==> config.mk <==
export PLATFORM = sky130hd
export DESIGN_NAME = nmos_pmos_alu8_flat
export DESIGN_NICKNAME = d
export VERILOG_FILES = /design/src/rtl/nmos_pmos_alu8_pkg.sv /design/src/rtl/nmos_pmos_alu8_if.sv /design/src/rtl/nmos_pmos_alu8_addsub8.sv /design/src/rtl/nmos_pmos_alu8.sv /design/src/flat_wrapper.sv
export SDC_FILE = /design/constraint.sdc
export NUM_CORES = 2
export LEC_CHECK = 0
export CAP_MARGIN = 20
export CORE_UTILIZATION = 40
export DETAILED_ROUTE_END_ITERATION = 16
export PLACE_DENSITY = 0.55
export SYNTH_ARGS = -nofsm -noshare
export SYNTH_HDL_FRONTEND = slang
export SYNTH_HIERARCHICAL = 1
export SYNTH_SLANG_ARGS = --single-unit
export TNS_END_PERCENT = 30
==> constraint.sdc <==
create_clock -name clk -period 8.45 [get_ports clk]
set_clock_uncertainty 0.15 [all_clocks]
set_input_delay 0.845 -clock clk [delete_from_list [all_inputs] [get_ports clk]]
set_output_delay 0.845 -clock clk [all_outputs]
set_load 0.05 [all_outputs]
==> src/rtl/nmos_pmos_alu8_pkg.sv <==
// Shared types for the nmos_pmos_alu8 datapath.
// Function encodings, widths and inter-stage bundles.
package nmos_pmos_alu8_pkg;

    localparam int DATA_W  = 8;
    localparam int RADDR_W = 4;
    localparam int MADDR_W = 8;
    localparam int FUNC_W  = 3;

    typedef enum logic [FUNC_W-1:0] {
        F_ADD   = 3'b000,
        F_SUB   = 3'b001,
        F_AND   = 3'b010,
        F_OR    = 3'b011,
        F_XOR   = 3'b100,
        F_NOT_A = 3'b101,
        F_NOT_B = 3'b110,
        F_INC_A = 3'b111
    } func_e;

    typedef struct packed {
        logic               valid;
        logic [DATA_W-1:0]  a;
        logic [DATA_W-1:0]  b;
        logic [RADDR_W-1:0] rd;
        func_e              func;
        logic               write;
        logic [MADDR_W-1:0] maddr;
    } rd_ex_t;

    typedef struct packed {
        logic               valid;
        logic [DATA_W-1:0]  z;
        logic               flag;
        logic [RADDR_W-1:0] rd;
        logic               write;
        logic [MADDR_W-1:0] maddr;
    } ex_wb_t;

    typedef struct packed {
        logic               valid;
        logic               write;
        logic [MADDR_W-1:0] maddr;
        logic [DATA_W-1:0]  z;
    } wb_mem_t;

endpackage

==> src/rtl/nmos_pmos_alu8_if.sv <==
// Issue/result bus between the issue controller and the ALU core.
// The controller is the master, the ALU core the slave.
import nmos_pmos_alu8_pkg::*;

interface nmos_pmos_alu8_if;
    logic               in_valid;
    logic [RADDR_W-1:0] addr1;
    logic [RADDR_W-1:0] addr2;
    logic [RADDR_W-1:0] rd;
    logic [FUNC_W-1:0]  func;
    logic               write;
    logic [MADDR_W-1:0] memaddr;
    logic [MADDR_W-1:0] mem_rd_addr;
    logic [DATA_W-1:0]  mem_rd_data;
    logic [DATA_W-1:0]  zout;
    logic               carry_borrow;
    logic               out_valid;

    modport master (
        output in_valid, addr1, addr2, rd, func, write, memaddr,
        output mem_rd_addr,
        input  mem_rd_data, zout, carry_borrow, out_valid
    );

    modport slave (
        input  in_valid, addr1, addr2, rd, func, write, memaddr,
        input  mem_rd_addr,
        output mem_rd_data, zout, carry_borrow, out_valid
    );
endinterface

==> src/rtl/nmos_pmos_alu8_addsub8.sv <==
// 8-bit ripple adder with optional B inversion and carry-in.
// Shared by ADD, SUB (inverted B, cin=1) and INC_A (B=01).
import nmos_pmos_alu8_pkg::*;

module nmos_pmos_addsub8 (
    input  logic [DATA_W-1:0] a,
    input  logic [DATA_W-1:0] b,
    input  logic              inv_b,
    input  logic              cin,
    output logic [DATA_W-1:0] sum,
    output logic              cout
);
    logic [DATA_W-1:0] bx;
    logic [DATA_W:0]   c;

    assign bx   = b ^ {DATA_W{inv_b}};
    assign c[0] = cin;

    for (genvar i = 0; i < DATA_W; i++) begin : g_bit
        assign sum[i]  = a[i] ^ bx[i] ^ c[i];
        assign c[i+1]  = (a[i] & bx[i]) | (c[i] & (a[i] ^ bx[i]));
    end

    assign cout = c[DATA_W];
endmodule

==> src/rtl/nmos_pmos_alu8.sv <==
// 4-stage pipelined 8-bit ALU with 16x8 register bank
// and 256x8 result memory.
import nmos_pmos_alu8_pkg::*;

module nmos_pmos_alu8 (
    input logic              clk,
    input logic              rst_n,
    nmos_pmos_alu8_if.slave  bus
);
    rd_ex_t  ex;
    ex_wb_t  wb;
    wb_mem_t ms;

    logic [DATA_W-1:0] regs [16];
    logic [DATA_W-1:0] mem  [256];

    logic [DATA_W-1:0] zout_q;
    logic              cb_q;
    logic              ov_q;

    logic [DATA_W-1:0] add_b;
    logic              inv_b;
    logic              cin;
    logic [DATA_W-1:0] sum;
    logic              cout;
    logic [DATA_W-1:0] alu_z;
    logic              alu_f;

    always_comb begin
        add_b = ex.b;
        inv_b = 1'b0;
        cin   = 1'b0;
        unique case (ex.func)
            F_SUB: begin
                inv_b = 1'b1;
                cin   = 1'b1;
            end
            F_INC_A: add_b = 8'h01;
            default: ;
        endcase
    end

    nmos_pmos_addsub8 u_addsub (
        .a     (ex.a),
        .b     (add_b),
        .inv_b (inv_b),
        .cin   (cin),
        .sum   (sum),
        .cout  (cout)
    );

    always_comb begin
        alu_z = '0;
        alu_f = 1'b0;
        unique case (ex.func)
            F_ADD, F_SUB, F_INC_A: begin
                alu_z = sum;
                alu_f = cout;
            end
            F_AND:   alu_z = ex.a & ex.b;
            F_OR:    alu_z = ex.a | ex.b;
            F_XOR:   alu_z = ex.a ^ ex.b;
            F_NOT_A: alu_z = ~ex.a;
            F_NOT_B: alu_z = ~ex.b;
            default: ;
        endcase
    end

    always_ff @(posedge clk or negedge rst_n) begin
        if (!rst_n) begin
            ex     <= '0;
            wb     <= '0;
            ms     <= '0;
            zout_q <= '0;
            cb_q   <= 1'b0;
            ov_q   <= 1'b0;
            for (int i = 0; i < 16; i++) begin
                regs[i] <= '0;
            end
        end else begin
            // Operand reads see the bank before this edge's write-back.
            ex.valid <= bus.in_valid;
            ex.a     <= regs[bus.addr1];
            ex.b     <= regs[bus.addr2];
            ex.rd    <= bus.rd;
            ex.func  <= func_e'(bus.func);
            ex.write <= bus.write;
            ex.maddr <= bus.memaddr;

            wb.valid <= ex.valid;
            wb.z     <= alu_z;
            wb.flag  <= alu_f;
            wb.rd    <= ex.rd;
            wb.write <= ex.write;
            wb.maddr <= ex.maddr;

            ms.valid <= wb.valid;
            ms.write <= wb.write;
            ms.maddr <= wb.maddr;
            ms.z     <= wb.z;

            ov_q <= wb.valid;
            if (wb.valid) begin
                regs[wb.rd] <= wb.z;
                zout_q      <= wb.z;
                cb_q        <= wb.flag;
            end
        end
    end

    // Memory is deliberately left out of reset.
    always_ff @(posedge clk) begin
        if (ms.valid && ms.write) begin
            mem[ms.maddr] <= ms.z;
        end
    end

    assign bus.mem_rd_data  = mem[bus.mem_rd_addr];
    assign bus.zout         = zout_q;
    assign bus.carry_borrow = cb_q;
    assign bus.out_valid    = ov_q;
endmodule

==> src/flat_wrapper.sv <==
// flat-port wrapper written by rule: the top's interface ports become plain ports
module nmos_pmos_alu8_flat 
  (clk, rst_n, bus_in_valid, bus_addr1, bus_addr2, bus_rd, bus_func, bus_write, bus_memaddr, bus_mem_rd_addr, bus_mem_rd_data, bus_zout, bus_carry_borrow, bus_out_valid);
  nmos_pmos_alu8_if bus_i ();
  input logic clk;
  input logic rst_n;
  input wire logic [$bits(bus_i.in_valid)-1:0] bus_in_valid;
  input wire logic [$bits(bus_i.addr1)-1:0] bus_addr1;
  input wire logic [$bits(bus_i.addr2)-1:0] bus_addr2;
  input wire logic [$bits(bus_i.rd)-1:0] bus_rd;
  input wire logic [$bits(bus_i.func)-1:0] bus_func;
  input wire logic [$bits(bus_i.write)-1:0] bus_write;
  input wire logic [$bits(bus_i.memaddr)-1:0] bus_memaddr;
  input wire logic [$bits(bus_i.mem_rd_addr)-1:0] bus_mem_rd_addr;
  output wire logic [$bits(bus_i.mem_rd_data)-1:0] bus_mem_rd_data;
  output wire logic [$bits(bus_i.zout)-1:0] bus_zout;
  output wire logic [$bits(bus_i.carry_borrow)-1:0] bus_carry_borrow;
  output wire logic [$bits(bus_i.out_valid)-1:0] bus_out_valid;
  assign bus_i.in_valid = bus_in_valid;
  assign bus_i.addr1 = bus_addr1;
  assign bus_i.addr2 = bus_addr2;
  assign bus_i.rd = bus_rd;
  assign bus_i.func = bus_func;
  assign bus_i.write = bus_write;
  assign bus_i.memaddr = bus_memaddr;
  assign bus_i.mem_rd_addr = bus_mem_rd_addr;
  assign bus_mem_rd_data = bus_i.mem_rd_data;
  assign bus_zout = bus_i.zout;
  assign bus_carry_borrow = bus_i.carry_borrow;
  assign bus_out_valid = bus_i.out_valid;
  nmos_pmos_alu8 u_core (.clk(clk), .rst_n(rst_n), .bus(bus_i));
endmodule
==> results.yml <==
outcome:
  status: "complete, no violations"
logic_synthesis:
  synth_cells: 4368
  netlist_area_um2: 89300
  yosys.area.top_type: "edfxtp_1"
  synth_top_cells_by_count: "edfxtp_1 (2,048), mux4_2 (521), nor2_1 (303), dfrtp_1 (211), a22oi_1 (162)"
  synth_cell_type_count: 68
  synth_flop_cell: "edfxtp_1"
  yosysMostFrequentCell: "edfxtp_1"
  synth_seq_area_share_pct: 74.8
  ys_seq_elements: 2259
  ys_warn_count: 6
  avgSynthCellArea_um2: 20.4
  synth_top_area_share_pct: 68.9
  yosys-top-cells-area: "edfxtp_1 (69%), mux4_2 (13%), dfrtp_1 (5.9%)"
  async_flop_share_pct: 9.34
  syn-num-nets: 4427
  synth_edf_count: 2048
clock_tree:
  clock_latency_ns: 0.87
  clock_sinks: 2259
  clk_pin_slew_ns: 0.06
  numCtsBuffers: 231
  root_buffer: "clkbuf_16"
  ctsResizeCount: 0
  cts_htree_levels: 4
  clockBufferDepth: 3
  cts_tree: "yes"
hold_path:
  hold_depth: 0
  holdPathEnd: "u_core/wb[12]"
  worstHoldStart: "u_core/ex[15]"
  hp-class: "reg2reg"
pwr:
  total_power_mw: 28.3
  leakage_nw: 31.9
  power.density_nw_per_um2: 281
  irDropWorstVdd_uv: 289
critical_path:
  reg2reg_to: "u_core/wb[21]"
  worst_setup_path_start_kind: "primary input"
  worstPathArrival_ns: 5.78
  critPathMaxFanout: 24
  crit_chain: "buf_2 -> buf_4 -> nand2_1 -> buf_4 -> o221ai_1 -> o22ai_1 -> a211oi_1 -> nor4_1 -> nor4_2 -> buf_4 -> clkdlybuf4s50_1"
  r2r_slack_ns: 2.43
  reg2regPathDepth: 17
  critical_path.most_common_cell: "buf_4"
  r2r_start: "u_core/ex[9]"
  worst-endpoint-required_ns: 7.46
  cp-end-kind: "output pin"
  setup.worst_path.class: "in2out"
  worst_path_max_delay_cell: "clkdlybuf4s50_1"
  critical-path-max-stage-delay_ns: 0.82
floorplan:
  core-area_um2: 222000
  die_w_um: 474
  start_util_pct: 40.2
  dieArea_um2: 225000
  io_pins: 53
  rows: 173
  dieHeight_um: 474
routing:
  top_layer: "met5"
  routed_via_density: 5.72
  ant_nets: 0
  routed_wl_um: 225000
  met1_length_um: 97100
  wl_met3_um: 13000
  route.detailed.drc: 0
  drt-wirelength-per-cell_um: 29.4
  wl_met2_um: 111000
  vias: 43900
  drtIter0Drc: 4460
  detail_route.first_pass.iterations: 6
layout:
  post-route-util_pct: 45.3
  stdcell_area_um2: 101000
  nNetsFinal: 4548
  drive_above_1_share_pct: 24.9
  area_delta_synth_final_pct: 12.7
  finalNonFillerCells: 7668
grt:
  grt_use_total_pct: 20.1
  grt_max_degree: 205
  grt_pass1_vias: 44400
  overflow: 0
  grt_antenna_before_repair: 5
  grt_pass1_wl_um: 327000
timing:
  fin_crit_ns: 6.77
  hold_viol: 0
  rsz0062_at_grt: "no"
  max_freq_mhz: 148
  finalMaxSlewViolations: 0
  setup-violations-final: 0
  worst_slew_pin_slew_ns: 1.29
  fin_crit_sh_pct: 80.2
  relSlewSlack_pct: 13.7
  finalSetupTns_ns: 0
job:
  maxCapViolCount: 0
place:
  portBuffers: 52
  place_congestion: 0.820
  dp.cells: 7229
  detailed_place.area_um2: 93100
  dp.final_hpwl_um: 135000
-- critical path: cells and delay by family --
kind	cells	cell delay (ns)
and+or+nand+nor	3	1.28
AOI/OAI and AO/OA	3	1.06
buffers and inverters	5	2.53
-- timing repair --
action                                 CTS  global route
hold buffers                             1             0
buffers inserted                         0             0
endpoints found under the hold margin   88             0
-- power by group --
| part | total (mW) | internal [mW] | switching [mW] |
|---|---|---|---|
| clock network | 10.0 | 5.74 | 4.29 |
| logic | 3.38 | 1.12 | 2.26 |
| registers | 14.8 | 14.1 | 0.740 |
-- kinds of logic (layout without fill, tap and decap cells) --
logic type	Yosys count	count (layout)	synth area share, %
mux	794	794	16.5
simple gates	503	503	2.58
xor+xnor	8	8	0.0785
buf+inv	315	636	2.02
compound gates	465	465	3.59
fa+ha+maj	24	24	0.404
other cells	0	4	0
flops	2259	2259	74.8
-- layout make-up --
type | count | area [um^2]
flip-flops and latches | 2259 | 66800
inverters | 36 | 135
diodes | 4 | 10.0
repair buffers | 167 | 1670
clock inverters | 141 | 1290
clock buffers | 292 | 6170
well taps | 2975 | 3720
fillers | 18800 | 121000
multi-input cells | 1794 | 20800
-- worst max-delay path by stage --
stage                             startpoint  slack [ns]  cells after the start            endpoint
after floorplan                u_core/ex[10]        3.63                     18       u_core/wb[21]
after CTS                 bus_mem_rd_addr[2]        1.59                     11  bus_mem_rd_data[3]
after global routing      bus_mem_rd_addr[2]        1.55                     11  bus_mem_rd_data[3]
final                     bus_mem_rd_addr[2]        1.68                     11  bus_mem_rd_data[3]
after detailed placement  bus_mem_rd_addr[2]        1.62                     11  bus_mem_rd_data[3]
after global placement    bus_mem_rd_addr[2]        1.06                     11  bus_mem_rd_data[3]
-- registers in the layout, indices dropped and copies added (netlist names) --
| signal | flops |
|---|---|
| u_core/wb | 23 |
| u_core/bus.zout | 8 |
| u_core/ms | 17 |
| u_core/bus.carry_borrow | 1 |
| u_core/regs | 128 |
| u_core/bus.out_valid | 1 |
| u_core/ex | 33 |
| u_core/mem | 2048 |
-- per-layer routing --
metal	global-route usage, %	vias to the layer above
met2	32.5	1457
met3	3.25	281
li1	-	18300
met1	28.5	23800
met4	4.85	2
met5	0	-
-- per-stage QoR --
step	setup WS [ns]	hold slack [ns]
after floorplan	3.63	0.181
after global placement	1.06	0.183
after detailed placement	1.62	0.186
after CTS	1.59	0.195
after global routing	1.55	0.206
final	1.68	0.194
-- cell usage in the layout (no fill, tap or decap), types with 11 or more instances in the layout --
cell,Yosys,layout
mux4_2,521,521
mux2_2,156,156
inv_1,36,36
ha_1,16,16
o22ai_1,33,33
edfxtp_1,2048,2048
nor3_1,12,12
nand3_1,26,23
buf_12,10,19
clkbuf_1,124,48
dfrtp_1,211,203
o21ai_0,36,36
a221oi_1,33,33
buf_4,24,88
bufinv_16,0,19
clkinv_1,0,53
clkinv_2,0,44
a31oi_1,15,15
nand2_1,48,48
clkinvlp_4,0,11
a22o_1,15,15
nor2_1,303,302
a22oi_1,162,162
clkbuf_16,0,234
nor4_1,26,24
o221ai_1,28,28
a21oi_1,107,107
clkdlybuf4s50_1,0,44
mux2i_1,110,110
Power figures use the tool's default switching activity.
